### src/rtl/uart_rx_controller.sv
// UART receive controller: oversampled start/data/stop framing that drives an external SIPO.
// Latency: rx_done/frame_err pulse one clk after the stop-bit centre tick (2-flop sync + registered outputs).
// Backpressure: none; the serial line cannot be stalled, and each frame result is a single-clk pulse.
//
// Ports:
//   clk, reset_n       sole clock, synchronous active-low reset
//   s_tick             oversample strobe, OS pulses per bit period
//   rx                 asynchronous serial input, idle high
//   sipo_start         one-clk pulse that clears/arms the external shift register
//   sipo_s_in          synchronized rx, serial input of the shift register
//   sipo_shift         one-clk pulse at each data-bit centre
//   sipo_data          shift register parallel contents (LSB-first frame)
//   dout               last good received word
//   rx_done            one-clk pulse when dout updates
//   frame_err          one-clk pulse on a low stop bit
//   busy               high in any state other than IDLE
//   state_reg          IDLE=0, START=1, DATA=2, STOP=3, BREAK=4
module uart_rx_controller #(
  parameter int N  = 8,
  parameter int OS = 16
) (
  input  logic         clk,
  input  logic         reset_n,
  input  logic         s_tick,
  input  logic         rx,
  output logic         sipo_start,
  output logic         sipo_s_in,
  output logic         sipo_shift,
  input  logic [N-1:0] sipo_data,
  output logic [N-1:0] dout,
  output logic         rx_done,
  output logic         frame_err,
  output logic         busy,
  output logic [2:0]   state_reg
);

  localparam int TW = $clog2(OS + 1);
  localparam int BW = $clog2(N + 1);

  // Counter values on which the decision tick is reached (the counter holds
  // the number of ticks already seen in the current interval).
  localparam logic [TW-1:0] HALF_LAST = TW'(OS / 2 - 1);
  localparam logic [TW-1:0] FULL_LAST = TW'(OS - 1);
  localparam logic [BW-1:0] BIT_LAST  = BW'(N - 1);

  typedef enum logic [2:0] {
    S_IDLE  = 3'd0,
    S_START = 3'd1,
    S_DATA  = 3'd2,
    S_STOP  = 3'd3,
    S_BREAK = 3'd4
  } state_e;

  state_e          state_q;
  logic [TW-1:0]   tick_q;
  logic [BW-1:0]   bit_q;
  logic            rx_meta_q;
  logic            rxs_q;
  logic            sipo_start_q;
  logic            sipo_shift_q;
  logic            rx_done_q;
  logic            frame_err_q;
  logic [N-1:0]    dout_q;

  always_ff @(posedge clk) begin
    if (!reset_n) begin
      state_q      <= S_IDLE;
      tick_q       <= '0;
      bit_q        <= '0;
      rx_meta_q    <= 1'b1;
      rxs_q        <= 1'b1;
      sipo_start_q <= 1'b0;
      sipo_shift_q <= 1'b0;
      rx_done_q    <= 1'b0;
      frame_err_q  <= 1'b0;
      dout_q       <= '0;
    end else begin
      rx_meta_q    <= rx;
      rxs_q        <= rx_meta_q;
      // All status outputs are single-cycle pulses unless re-asserted below.
      sipo_start_q <= 1'b0;
      sipo_shift_q <= 1'b0;
      rx_done_q    <= 1'b0;
      frame_err_q  <= 1'b0;

      case (state_q)
        S_IDLE: begin
          if (!rxs_q) begin
            state_q      <= S_START;
            tick_q       <= '0;
            bit_q        <= '0;
            sipo_start_q <= 1'b1;
          end
        end

        S_START: begin
          if (s_tick) begin
            if (tick_q == HALF_LAST) begin
              tick_q <= '0;
              // Still low at the start-bit centre: a real frame. Otherwise a
              // glitch, dropped silently.
              state_q <= rxs_q ? S_IDLE : S_DATA;
            end else begin
              tick_q <= tick_q + 1'b1;
            end
          end
        end

        S_DATA: begin
          if (s_tick) begin
            if (tick_q == FULL_LAST) begin
              tick_q       <= '0;
              sipo_shift_q <= 1'b1;
              if (bit_q == BIT_LAST) begin
                bit_q   <= '0;
                state_q <= S_STOP;
              end else begin
                bit_q <= bit_q + 1'b1;
              end
            end else begin
              tick_q <= tick_q + 1'b1;
            end
          end
        end

        S_STOP: begin
          if (s_tick) begin
            if (tick_q == FULL_LAST) begin
              tick_q <= '0;
              if (rxs_q) begin
                // The last shift happened a full bit period ago, so
                // sipo_data is settled here.
                dout_q    <= sipo_data;
                rx_done_q <= 1'b1;
                state_q   <= S_IDLE;
              end else begin
                frame_err_q <= 1'b1;
                state_q     <= S_BREAK;
              end
            end else begin
              tick_q <= tick_q + 1'b1;
            end
          end
        end

        S_BREAK: begin
          // A held-low line must not be mistaken for a new start bit.
          if (rxs_q) begin
            state_q <= S_IDLE;
          end
        end

        default: begin
          state_q <= S_IDLE;
          tick_q  <= '0;
          bit_q   <= '0;
        end
      endcase
    end
  end

  assign sipo_start = sipo_start_q;
  assign sipo_shift = sipo_shift_q;
  assign sipo_s_in  = rxs_q;
  assign dout       = dout_q;
  assign rx_done    = rx_done_q;
  assign frame_err  = frame_err_q;
  assign busy       = (state_q != S_IDLE);
  assign state_reg  = state_q;

endmodule
### config.mk
export PLATFORM = sky130hd
export DESIGN_NAME = uart_rx_controller
export DESIGN_NICKNAME = d
export VERILOG_FILES = /design/src/rtl/uart_rx_controller.sv
export SDC_FILE = /design/constraint.sdc
export NUM_CORES = 1
export LEC_CHECK = 0
export CAP_MARGIN = 10
export CORE_MARGIN = 3
export CORE_UTILIZATION = 53
export DETAILED_ROUTE_END_ITERATION = 8
export PLACE_DENSITY = 0.87
export SETUP_SLACK_MARGIN = 0.5
export SLEW_MARGIN = 15
export SYNTH_ARGS = -nofsm -noshare
export SYNTH_HDL_FRONTEND = slang
export SYNTH_SLANG_ARGS = --single-unit
### constraint.sdc
create_clock -name clk -period 6.4 [get_ports clk]
set_clock_uncertainty 0.15 [all_clocks]
set_input_delay 0.64 -clock clk [delete_from_list [all_inputs] [get_ports clk]]
set_output_delay 0.64 -clock clk [all_outputs]
set_load 0.02 [all_outputs]
* After elaboration in Yosys (flattened, before gate mapping) *
Index checks and enable logic that the tools add are counted.

storage, ports and cells
  word-level logic and storage cells = 68
  register bits after elaboration = 26
  output and inout port bits = 17

cells by class
  eq/ne operators = 17
  $add $sub $neg = 2
  bitwise logic cells = 2
  reduce and logical (&&, ||, !) cells = 11
  mux-type cells = 26

operators by type and width
  kind                                                    number
  two-way mux 3 bit                                       10
  two-way mux 5 bit                                       5
  case mux 5 bit (4 select lines)                         1
  inequality test 2 bit (second input constant)           9
  two-way mux 4 bit                                       4
  AND reduction 4 bit                                     4
  case mux 3 bit (5 select lines)                         1
  case mux 4 bit (3 select lines)                         1
  AND reduction 9 bit                                     1
  == test 3 x 2 -> 1 bit (second input constant)          2
  adder 5 x 1 -> 5 bit (second input constant)            1
  == test 5 x 3 -> 1 bit (second input constant)          1
  == test 5 x 4 -> 1 bit (second input constant)          1
  adder 4 x 1 -> 4 bit (second input constant)            1
  == test 4 x 3 -> 1 bit (second input constant)          1
  == test 3 x 1 -> 1 bit (second input constant)          1
  == test 3 bit (second input constant)                   1
  logical NOT 3 bit                                       1
  two-way mux 1 bit                                       3
  AND reduction 3 bit                                     1
  nonzero test 3 bit                                      1
  OR reduction 3 bit                                      1
  two-way mux 2 bit                                       1
  inequality test 2 x 1 -> 1 bit (second input constant)  1
  3 further kinds                                         4

* Logic depth before layout (Yosys ltp) *
Gate-level depths: netlist of run 1.

  depth in word-level cells = 5
  gate-level depth with buffers = 10

* Worst setup path before layout of run 1 *
Ideal clock, no wire load.

  path kind = reg-to-reg
  start point = register tick_q[0]
  end point = register state_q[2], in the netlist state_reg[2]
  arrival = 1828 ps
  data required time = 6167 ps
  path buffers = 2
  cell stages (with the launch flop) = 11
  slack = 4339 ps
  path through = dfxtp_1 ha_1 nand3_1 inv_1 ha_1 buf_2 a21o_1 a211oi_1 or3_1 buf_6 o31ai_4

between the ends
  word-level cells in the longest chain between the ends = 3

RTL lines
  item                                                                     line          RTL
  start, declared                                                          55            logic [TW-1:0] tick_q;
  start signal, assigned                                                   104           tick_q <= tick_q + 1'b1;
  start signal, assigned                                                   121           tick_q <= tick_q + 1'b1;
  start signal, assigned                                                   141           tick_q <= tick_q + 1'b1;
  == test 5 x 4 -> 1 bit / == test 5 x 3 -> 1 bit (equally long branches)  111, 128, 98
  inequality test 2 bit (no source line)                                   n/a
  AND reduction 9 bit (no source line) (*)                                 n/a
  end signal, assigned                                                     102           state_q <= rxs_q ? S_IDLE : S_DATA;
  end, declared                                                            54            state_e state_q;

Every way passes the cells marked *; elsewhere a longest branch is shown, timed or not.
A chain may end at the register's enable or synchronous reset.

* Final worst setup path of run 1 *
  start point = register state_q[1], in the netlist state_reg[1]
  end point = output port busy

between the ends
  word-level cells in the longest chain between the ends = 1

RTL lines
  item                line  RTL
  nonzero test 3 bit  168   assign busy = (state_q != S_IDLE);
  end, declared       33    output logic busy,

Every way passes these cells.

==> out/metrics.yaml, run 1 <==
status:
  status: "finished clean"
cells_and_area:
  layout_common_cells: "28 x clkdlybuf4s50_1, 26 x dfxtp_1, 16 x nor2_1"
  fin_cells: 197
  layout_commonest_cell: "clkdlybuf4s50_1"
  largest_reg_flops: 8
  multi_input_area_um2: 727
  diodes: 0
  drive_gt1_share_pct: 6.51
  nFillCells: 183
  ff_latch_area_um2: 520
  fin_util_pct: 70.2
  finalNetCount: 187
  syn2layout_area_growth_pct: 20.0
placed_design:
  hpwl_mm: 2.08
  dp.cells: 194
  post-place-ws_ns: 3.90
  numPortBuffers: 28
  gp_congestion: 0.785
floorplanning:
  fp.dieH_um: 56.3
  row_count: 17
  coreArea_um2: 2300
  num_io_pins: 29
  die_area_um2: 3170
  start_util_pct: 58.4
  fp.dieW_um: 56.3
timing:
  hold_viol_final: 0
  min_period_over_period_pct: 42.0
  relSlewSlack_pct: 59.2
  hold_slack_ns: 0.283
  worstMarginPinSlew_ns: 0.612
  period_minus_slack_ns: 2.69
  rsz0062_at_grt: "no"
  report.final.setup_viol: 0
  max_freq_ghz: 0.372
  fin_tns_setup_ns: 0
  finalWorstSetupSlack_ns: 3.71
  drv_slew: 0
detailed_routing:
  drt_iter0_markers: 24
  drc_errors: 0
  wirelength_mm: 2.73
  avgViaCountPerCell: 5.84
  ant_nets: 0
  avgRoutedWirePerCell_um: 13.9
  drt_first_pass_iters: 4
  dr_total_vias: 1150
worst_setup_path:
  rrSetupSlack_ns: 4.03
  critical_path.top_delay_family: "flip-flops"
  crit_fanout: 20
  cp.arrival_ns: 1.90
  cp_data_required_time_ns: 5.61
  rr_worst_depth: 8
  cp_slowest_cell: "dfxtp_1"
  r2r-end: "state_reg[2]"
  path_cells: "or3_4 > clkdlybuf4s50_1"
  critPathBufInv: 1
  max_stage_delay_ns: 0.73
  regToRegStartpoint: "tick_q[0]"
  endpoint_kind: "primary output"
  worstSetupStartpointType: "flip-flop"
  worstSetupPathType: "flip-flop to primary output"
yosys:
  yosysTopAreaCellShare_pct: 38.8
  synthCells: 148
  synth_area_um2: 1340
  postSynthAreaPerCell_um2: 9.07
  yosys.area_share.simple_pct: 25.6
  synth-adder-area-share_pct: 3.73
  synth_edf_count: 0
  synth.distinct_cells: 45
  synth_area_leaders: "dfxtp_1 39%, mux2i_1 7.5%, nor2_1 4.5%"
  yosys.area.top_type: "dfxtp_1"
  yosysWarningCount: 0
  synth-async-reset-ratio_pct: 0
  synth_compound_area_share_pct: 17.3
  synth_mux_area_share_pct: 7.46
  synthXorXnorAreaFrac_pct: 0
  ys_seq_elements: 26
  syn-num-nets: 164
  synth_seq_area_share_pct: 38.8
  synth_flop_cell: "dfxtp_1"
  synth_top_family_by_area: "simple AND/OR/NAND/NOR gates"
grt:
  track_usage_pct: 18.7
  grt-ovfl-total: 0
  grt_pass1_vias: 1111
  antenna_found_initial: 0
  grt_pass1_wl_mm: 4.83
  grt_max_degree: 21
clock_network:
  ctsResizeCount: 0
  clk_path_buf_depth: 2
  htreeDepth: 1
  postCtsSetupBuffers: 0
  cts_tree: "done"
  root_buffer: "clkbuf_4"
  clock_latency_ns: 0.32
  ctsHoldBuffers: 0
  numCtsBuffers: 3
  cts_sinks: 26
  cts.clk_slew.worst_paths_ns: 0.12
worst_hold_path:
  min_from: "rx_meta_q"
  min_to: "sipo_s_in"
  holdPathStages: 1
  hold_path.class: "flip-flop to flip-flop"
power:
  power_density_nw_per_um2: 171
  p_leak_nw: 0.550
  irDropWorstVdd_v: 0.000150
run:
  maxCapViolations: 0
area by class of cell:
class                   count  share of cell area, %
flip-flops and latches     26                   32.3
inverters                   7                   1.63
repair buffers             28                   17.4
well taps                  28                   2.17
multi-input cells         105                   45.1
clock buffers               3                   1.40
worst register-to-register path: stages (launching register included):
cell and delay (ns):
dfxtp_1 0.40, ha_1 0.23, nand3_1 0.12, inv_1 0.08, ha_1 0.32, a21o_1 0.17
a211oi_1 0.06, or3_1 0.51, o31ai_4 0.24
kinds of logic (layout without fill, tap and decap cells):
logic type | after synthesis | in the layout
flip-flops | 26 | 26
multiplexers | 10 | 10
adder cells (fa/ha/maj) | 4 | 4
AND/OR/NAND/NOR | 59 | 59
AO/OA/AOI/OAI | 32 | 32
buffers and inverters | 17 | 38
report_power, final:
part | total [mW] | internal [mW] | switching, mW
registers | 0.169 | 0.164 | 0.00474
logic | 0.0390 | 0.0196 | 0.0194
clock network | 0.0671 | 0.0220 | 0.0450
metrics by stage:
stage | power, mW | instance area (um^2)
final | 0.275 | 1610
after global routing | 0.287 | 1610
after CTS | 0.277 | 1610
after detailed placement | 0.212 | 1590
after global placement | 0.211 | 1590
after floorplan | 0.200 | 1340
Yosys cell counts (all sizes together), types with 2 or more instances:
cell / n
nand3: 10
nor2: 17
mux2i: 10
nor3: 4
o21ai: 3
or3: 4
o22ai: 2
o32ai: 2
buf: 8
o31ai: 3
dfxtp: 26
or3b: 2
a21o: 2
nand2: 5
a21oi: 10
nand3b: 3
clkbuf: 2
a211oi: 3
inv: 6
ha: 4
nand2b: 6
o211ai: 2
nand4b: 2
metal layers:
metal	GRT usage, %	routed length [um]
met1	23.6	1200
met2	31.4	1380
met3	5.29	111
met4	4.75	32
met5	0	0
worst max-delay path by stage:
stage / slack (ns) / cells after the start / startpoint / end
3_3_place_gp: 3.95 / 3 / reset_n / bit_q[3]
3_5_place_dp: 3.90 / 3 / reset_n / bit_q[3]
5_1_grt: 3.59 / 2 / state_reg[1] / busy
6_report: 3.71 / 2 / state_reg[1] / busy
2_1_floorplan: 4.34 / 10 / tick_q[0] / state_reg[2]
4_1_cts: 3.70 / 2 / state_reg[1] / busy
No activity file was read; power rests on OpenSTA's default activity.
==> run 2: changes to the inputs <==
- CORE_UTILIZATION: 53 -> 45
- PLACE_DENSITY: 0.87 -> 0.79
- clock period: 6.4 -> 2.4 ns (I/O delays scaled with it)
==> out/metrics.yaml, run 2 (same netlist as run 1, synthesis figures left out) <==
status:
  status: "finished clean"
grt:
  grt_pass1_vias: 1181
  grt-ovfl-total: 0
  track_usage_pct: 17.9
  grt_pass1_wl_mm: 5.05
  grt_max_degree: 21
  antenna_found_initial: 0
clock_network:
  cts.clk_slew.worst_paths_ns: 0.14
  cts_sinks: 26
  root_buffer: "clkbuf_4"
  numCtsBuffers: 3
  cts_tree: "done"
  htreeDepth: 1
  clk_path_buf_depth: 2
  clock_latency_ns: 0.32
cells_and_area:
  layout_common_cells: "27 x clkdlybuf4s50_1, 20 x dfxtp_1, 16 x nor2_1"
  finalNetCount: 196
  largest_reg_flops: 8
  drive_gt1_share_pct: 20.7
  layout_commonest_cell: "clkdlybuf4s50_1"
  diodes: 0
  syn2layout_area_growth_pct: 34.2
floorplanning:
  fp.dieW_um: 60.6
  start_util_pct: 47.9
  row_count: 19
  die_area_um2: 3670
  num_io_pins: 29
  fp.dieH_um: 60.6
  coreArea_um2: 2810
power:
  power_mw: 0.792
  power_density_nw_per_um2: 440
  irDropWorstVdd_v: 0.000236
  p_switching_mw: 0.205
  sw_frac_of_total_pct: 25.9
  power_frac_seq_pct: 56.7
  combPwrFrac_pct: 14.7
  p_leak_nw: 0.617
  clkPwrFrac_pct: 28.6
  p_int_mw: 0.587
worst_setup_path:
  critical_path.top_delay_family: "simple AND/OR/NAND/NOR gates"
  endpoint_kind: "flip-flop"
  crit_fanout: 6
  cp.arrival_ns: 1.94
  cp_data_required_time_ns: 2.50
  max_stage_delay_ns: 0.39
  worstSetupPathType: "flip-flop to flip-flop"
  crit_top_cell: "ha_4"
  path_cells: "ha_4 > nand3_2 > inv_2 > ha_4 > a21o_1 > a211oi_2 > or3_4 > o31ai_4"
  critPathBufInv: 1
  cp_slowest_cell: "dfxtp_4"
  worstSetupStartpointType: "flip-flop"
detailed_routing:
  avgViaCountPerCell: 5.96
  drc_errors: 0
  dr_total_vias: 1251
  drt_first_pass_iters: 4
  wirelength_mm: 3.26
  ant_nets: 0
  avgRoutedWirePerCell_um: 15.5
  drt_iter0_markers: 38
timing:
  drv_slew: 0
  period_minus_slack_ns: 1.84
  max_freq_ghz: 0.542
  fin_tns_setup_ns: 0
  rsz0062_at_grt: "yes"
  relSlewSlack_pct: 66.8
  hold_viol_final: 0
  worstMarginPinSlew_ns: 0.497
  min_period_over_period_pct: 76.8
  report.final.setup_viol: 0
placed_design:
  gp_congestion: 0.806
  hpwl_mm: 2.18
  numPortBuffers: 28
worst_hold_path:
  hold_path.class: "flip-flop to flip-flop"
run:
  maxCapViolations: 0
-- run 2: cell type report --
cell class	instances	area [um^2]
flip-flops and latches	26	541
fillers	232	1000
clock buffers	4	36.3
repair buffers	37	370
multi-input cells	105	790
well taps	31	38.8
inverters	7	26.3
-- run 2: layer usage --
metal	track usage (%)	vias up	share of wire, %
met4	7.12	0	1.7
met2	30.4	52	48
li1	-	598	-
met5	0	-	0
met3	4.89	6	7.3
met1	21.4	595	43
-- run 2: per-stage QoR --
stage | cell area (um^2) | setup slack [ns] | cells | utilization [%] | hold slack (ns)
finish | 1800 | 0.556 | 210 | 64.2 | 0.278
global route | 1800 | 0.480 | 210 | 64.2 | 0.305
CTS | 1710 | 0.491 | 204 | 61.0 | 0.284
detailed placement | 1630 | 0.300 | 199 | 58.1 | 0.249
global placement | 1630 | 0.431 | 199 | 58.1 | 0.237
floorplan | 1370 | 0.544 | 148 | - | 0.191
-- run 2: worst reg2reg max path: stages, from the launching register on --
cell and delay (ns):
dfxtp_4 0.39, ha_4 0.13, nand3_2 0.09, inv_2 0.09, ha_4 0.17, a21o_1 0.13, a211oi_2 0.06, or3_4 0.39
o31ai_4 0.17
-- run 2: path summary, 6_finish.rpt --
check             startpoint      endpoint  slack, ns  cells after the start
setup reg to reg   tick_q[0]  state_reg[2]       0.56                      8
hold reg to reg    rx_meta_q     sipo_s_in       0.28                      1
hold / removal     rx_meta_q     sipo_s_in       0.28                      1
setup / recovery   tick_q[0]  state_reg[2]       0.56                      8
-- run 2: repair_timing --
action	in CTS	in global routing
gates resized for setup	9	11
buffers inserted	1	6
pin swaps	1	0
hold buffers	0	0
hold endpoints to repair	0	0
endpoints found under the setup margin	20	18
-- run 2: power by group through the flow --
| stage | registers, mW | clock network [mW] | logic, mW |
|---|---|---|---|
| final | 0.449 | 0.226 | 0.117 |
| after CTS | 0.450 | 0.230 | 0.110 |
| after global routing | 0.451 | 0.251 | 0.126 |
| after floorplan | 0.459 | 0 | 0.0742 |
| after detailed placement | 0.461 | 0 | 0.108 |
| after global placement | 0.460 | 0 | 0.105 |
==> run 3: changes to the inputs <==
- CORE_UTILIZATION: 45 -> 49
- PLACE_DENSITY: 0.79 -> 0.82
- clock period: 2.4 -> 1.7 ns (I/O delays scaled with it)
==> out/metrics.yaml, run 3 (same netlist as run 1, synthesis figures left out) <==
status:
  status: "finished with violations"
  failed_checks: "negative setup slack"
timing:
  finalWorstSetupSlack_ns: -0.185
  hold_viol_final: 0
  min_period_over_period_pct: 111
  relSlewSlack_pct: 71.0
  rsz0062_at_grt: "yes"
  period_minus_slack_ns: 1.89
  drv_slew: 0
  worstMarginPinSlew_ns: 0.430
  max_freq_ghz: 0.530
  report.final.setup_viol: 18
clock_network:
  numCtsBuffers: 3
  cts_sinks: 26
  clk_path_buf_depth: 2
  cts.clk_slew.worst_paths_ns: 0.15
  clock_latency_ns: 0.32
  root_buffer: "clkbuf_4"
  cts_tree: "done"
  htreeDepth: 1
  ctsHoldBuffers: 0
worst_setup_path:
  worstSetupStartpointType: "flip-flop"
  worstSetupPathType: "flip-flop to flip-flop"
  crit_fanout: 5
  max_stage_delay_ns: 0.40
  crit_top_cell: "ha_4"
  rrSetupSlack_ns: -0.19
  cp_slowest_cell: "or3_4"
  cp_data_required_time_ns: 1.80
  path_cells: "ha_4 > nand3_2 > inv_2 > ha_4 > a21o_1 > a211oi_2 > or3_4 > o31ai_4"
  cp.arrival_ns: 1.98
  endpoint_kind: "flip-flop"
detailed_routing:
  drt_iter0_markers: 92
  avgViaCountPerCell: 5.94
  highest_layer: "met4"
  dr_total_vias: 1407
  drt_first_pass_iters: 5
  avgRoutedWirePerCell_um: 17.7
  drc_errors: 0
  wl_met3_um: 148
  met2_length_mm: 2.13
  drt-met1-wl_mm: 1.69
  ant_nets: 0
  wirelength_mm: 4.21
cells_and_area:
  fin_cells: 237
  finalNetCount: 224
  syn2layout_area_growth_pct: 55.7
  fin_util_pct: 82.2
  layout_commonest_cell: "buf_4"
  layout_common_cells: "34 x buf_4, 20 x dfxtp_1, 14 x nor2_1"
  drive_gt1_share_pct: 46.4
  nFillCells: 151
  diodes: 0
  multi_input_area_um2: 906
  ff_latch_area_um2: 536
  largest_reg_flops: 8
placed_design:
  hpwl_mm: 2.61
  numPortBuffers: 28
  post-place-ws_ns: -0.229
  gp_congestion: 0.843
  dp.cells: 221
grt:
  grt_pass1_vias: 1462
  grt-ovfl-total: 0
  track_usage_pct: 25.3
  grt_max_degree: 16
  antenna_found_initial: 0
  grt_pass1_wl_mm: 6.58
worst_hold_path:
  hold_path.class: "input pin to flip-flop"
floorplanning:
  start_util_pct: 52.8
  row_count: 18
  fp.dieH_um: 58.3
  coreArea_um2: 2540
  fp.dieW_um: 58.3
  die_area_um2: 3400
  num_io_pins: 29
power:
  power_density_nw_per_um2: 575
  irDropWorstVdd_v: 0.000508
  p_leak_nw: 0.815
run:
  maxCapViolations: 0
==> run 3: cell count changes in the layout (fill, tap and decap cells not counted), sizes merged <==
cell and delta:
clkdlybuf4s50 -16, clkbuf -1, buf +46, clkdlybuf4s15 -1
==> run 3: cell type report <==
| class | count | area share (%) |
|---|---|---|
| clock buffers | 4 | 1.74 |
| repair buffers | 65 | 26.3 |
| flip-flops and latches | 26 | 25.6 |
| multi-input cells | 105 | 43.3 |
| inverters | 7 | 1.26 |
| well taps | 30 | 1.80 |
==> run 3: worst paths after layout <==
check,from,to,cells after the start
worst min register to register,rx_meta_q,sipo_s_in,1
worst max-delay path,tick_q[1],state_reg[2],8
worst max register to register,tick_q[1],state_reg[2],8
worst min-delay path,rx,rx_meta_q,2
==> run 3: routing by layer <==
metal | GRT usage (%) | vias to the layer above
met5 | 0 | -
met4 | 15.6 | 0
met3 | 4.17 | 24
met2 | 45.0 | 48
met1 | 27.8 | 680
li1 | - | 655
==> run 3: report_power, final <==
group	internal (mW)	total (mW)	switching [mW]
Clock	0.131	0.316	0.185
Sequential	0.617	0.626	0.00946
Combinational	0.131	0.260	0.129
Total	0.878	1.20	0.323
==> run 3: what timing repair did <==
item,in CTS,in global routing
pin swaps,13,10
endpoints found under the hold margin,0,0
setup buffers,10,2
gates resized for setup,100,19
setup endpoints to repair,40,32
==> run 3: critical path: cells and delay by family, from the launching register on <==
kind / cells / cell delay [ns]
flip-flops: 1 / 0.39
buffers and inverters: 1 / 0.08
AO/OA/AOI/OAI: 3 / 0.41
AND/OR/NAND/NOR: 2 / 0.47
adder cells (fa/ha/maj): 2 / 0.31
==> run 3: through the flow <==
step | area, um^2 | hold slack, ns | setup TNS [ns] | power (mW)
finish | 2090 | 0.241 | -1.90 | 1.20
CTS | 2000 | 0.239 | -1.10 | 1.18
global route | 2090 | 0.251 | -3.19 | 1.25
floorplan | 1390 | 0.121 | -1.48 | 0.758
global placement | 1830 | 0.243 | -1.41 | 0.820
detailed placement | 1830 | 0.247 | -2.45 | 0.827
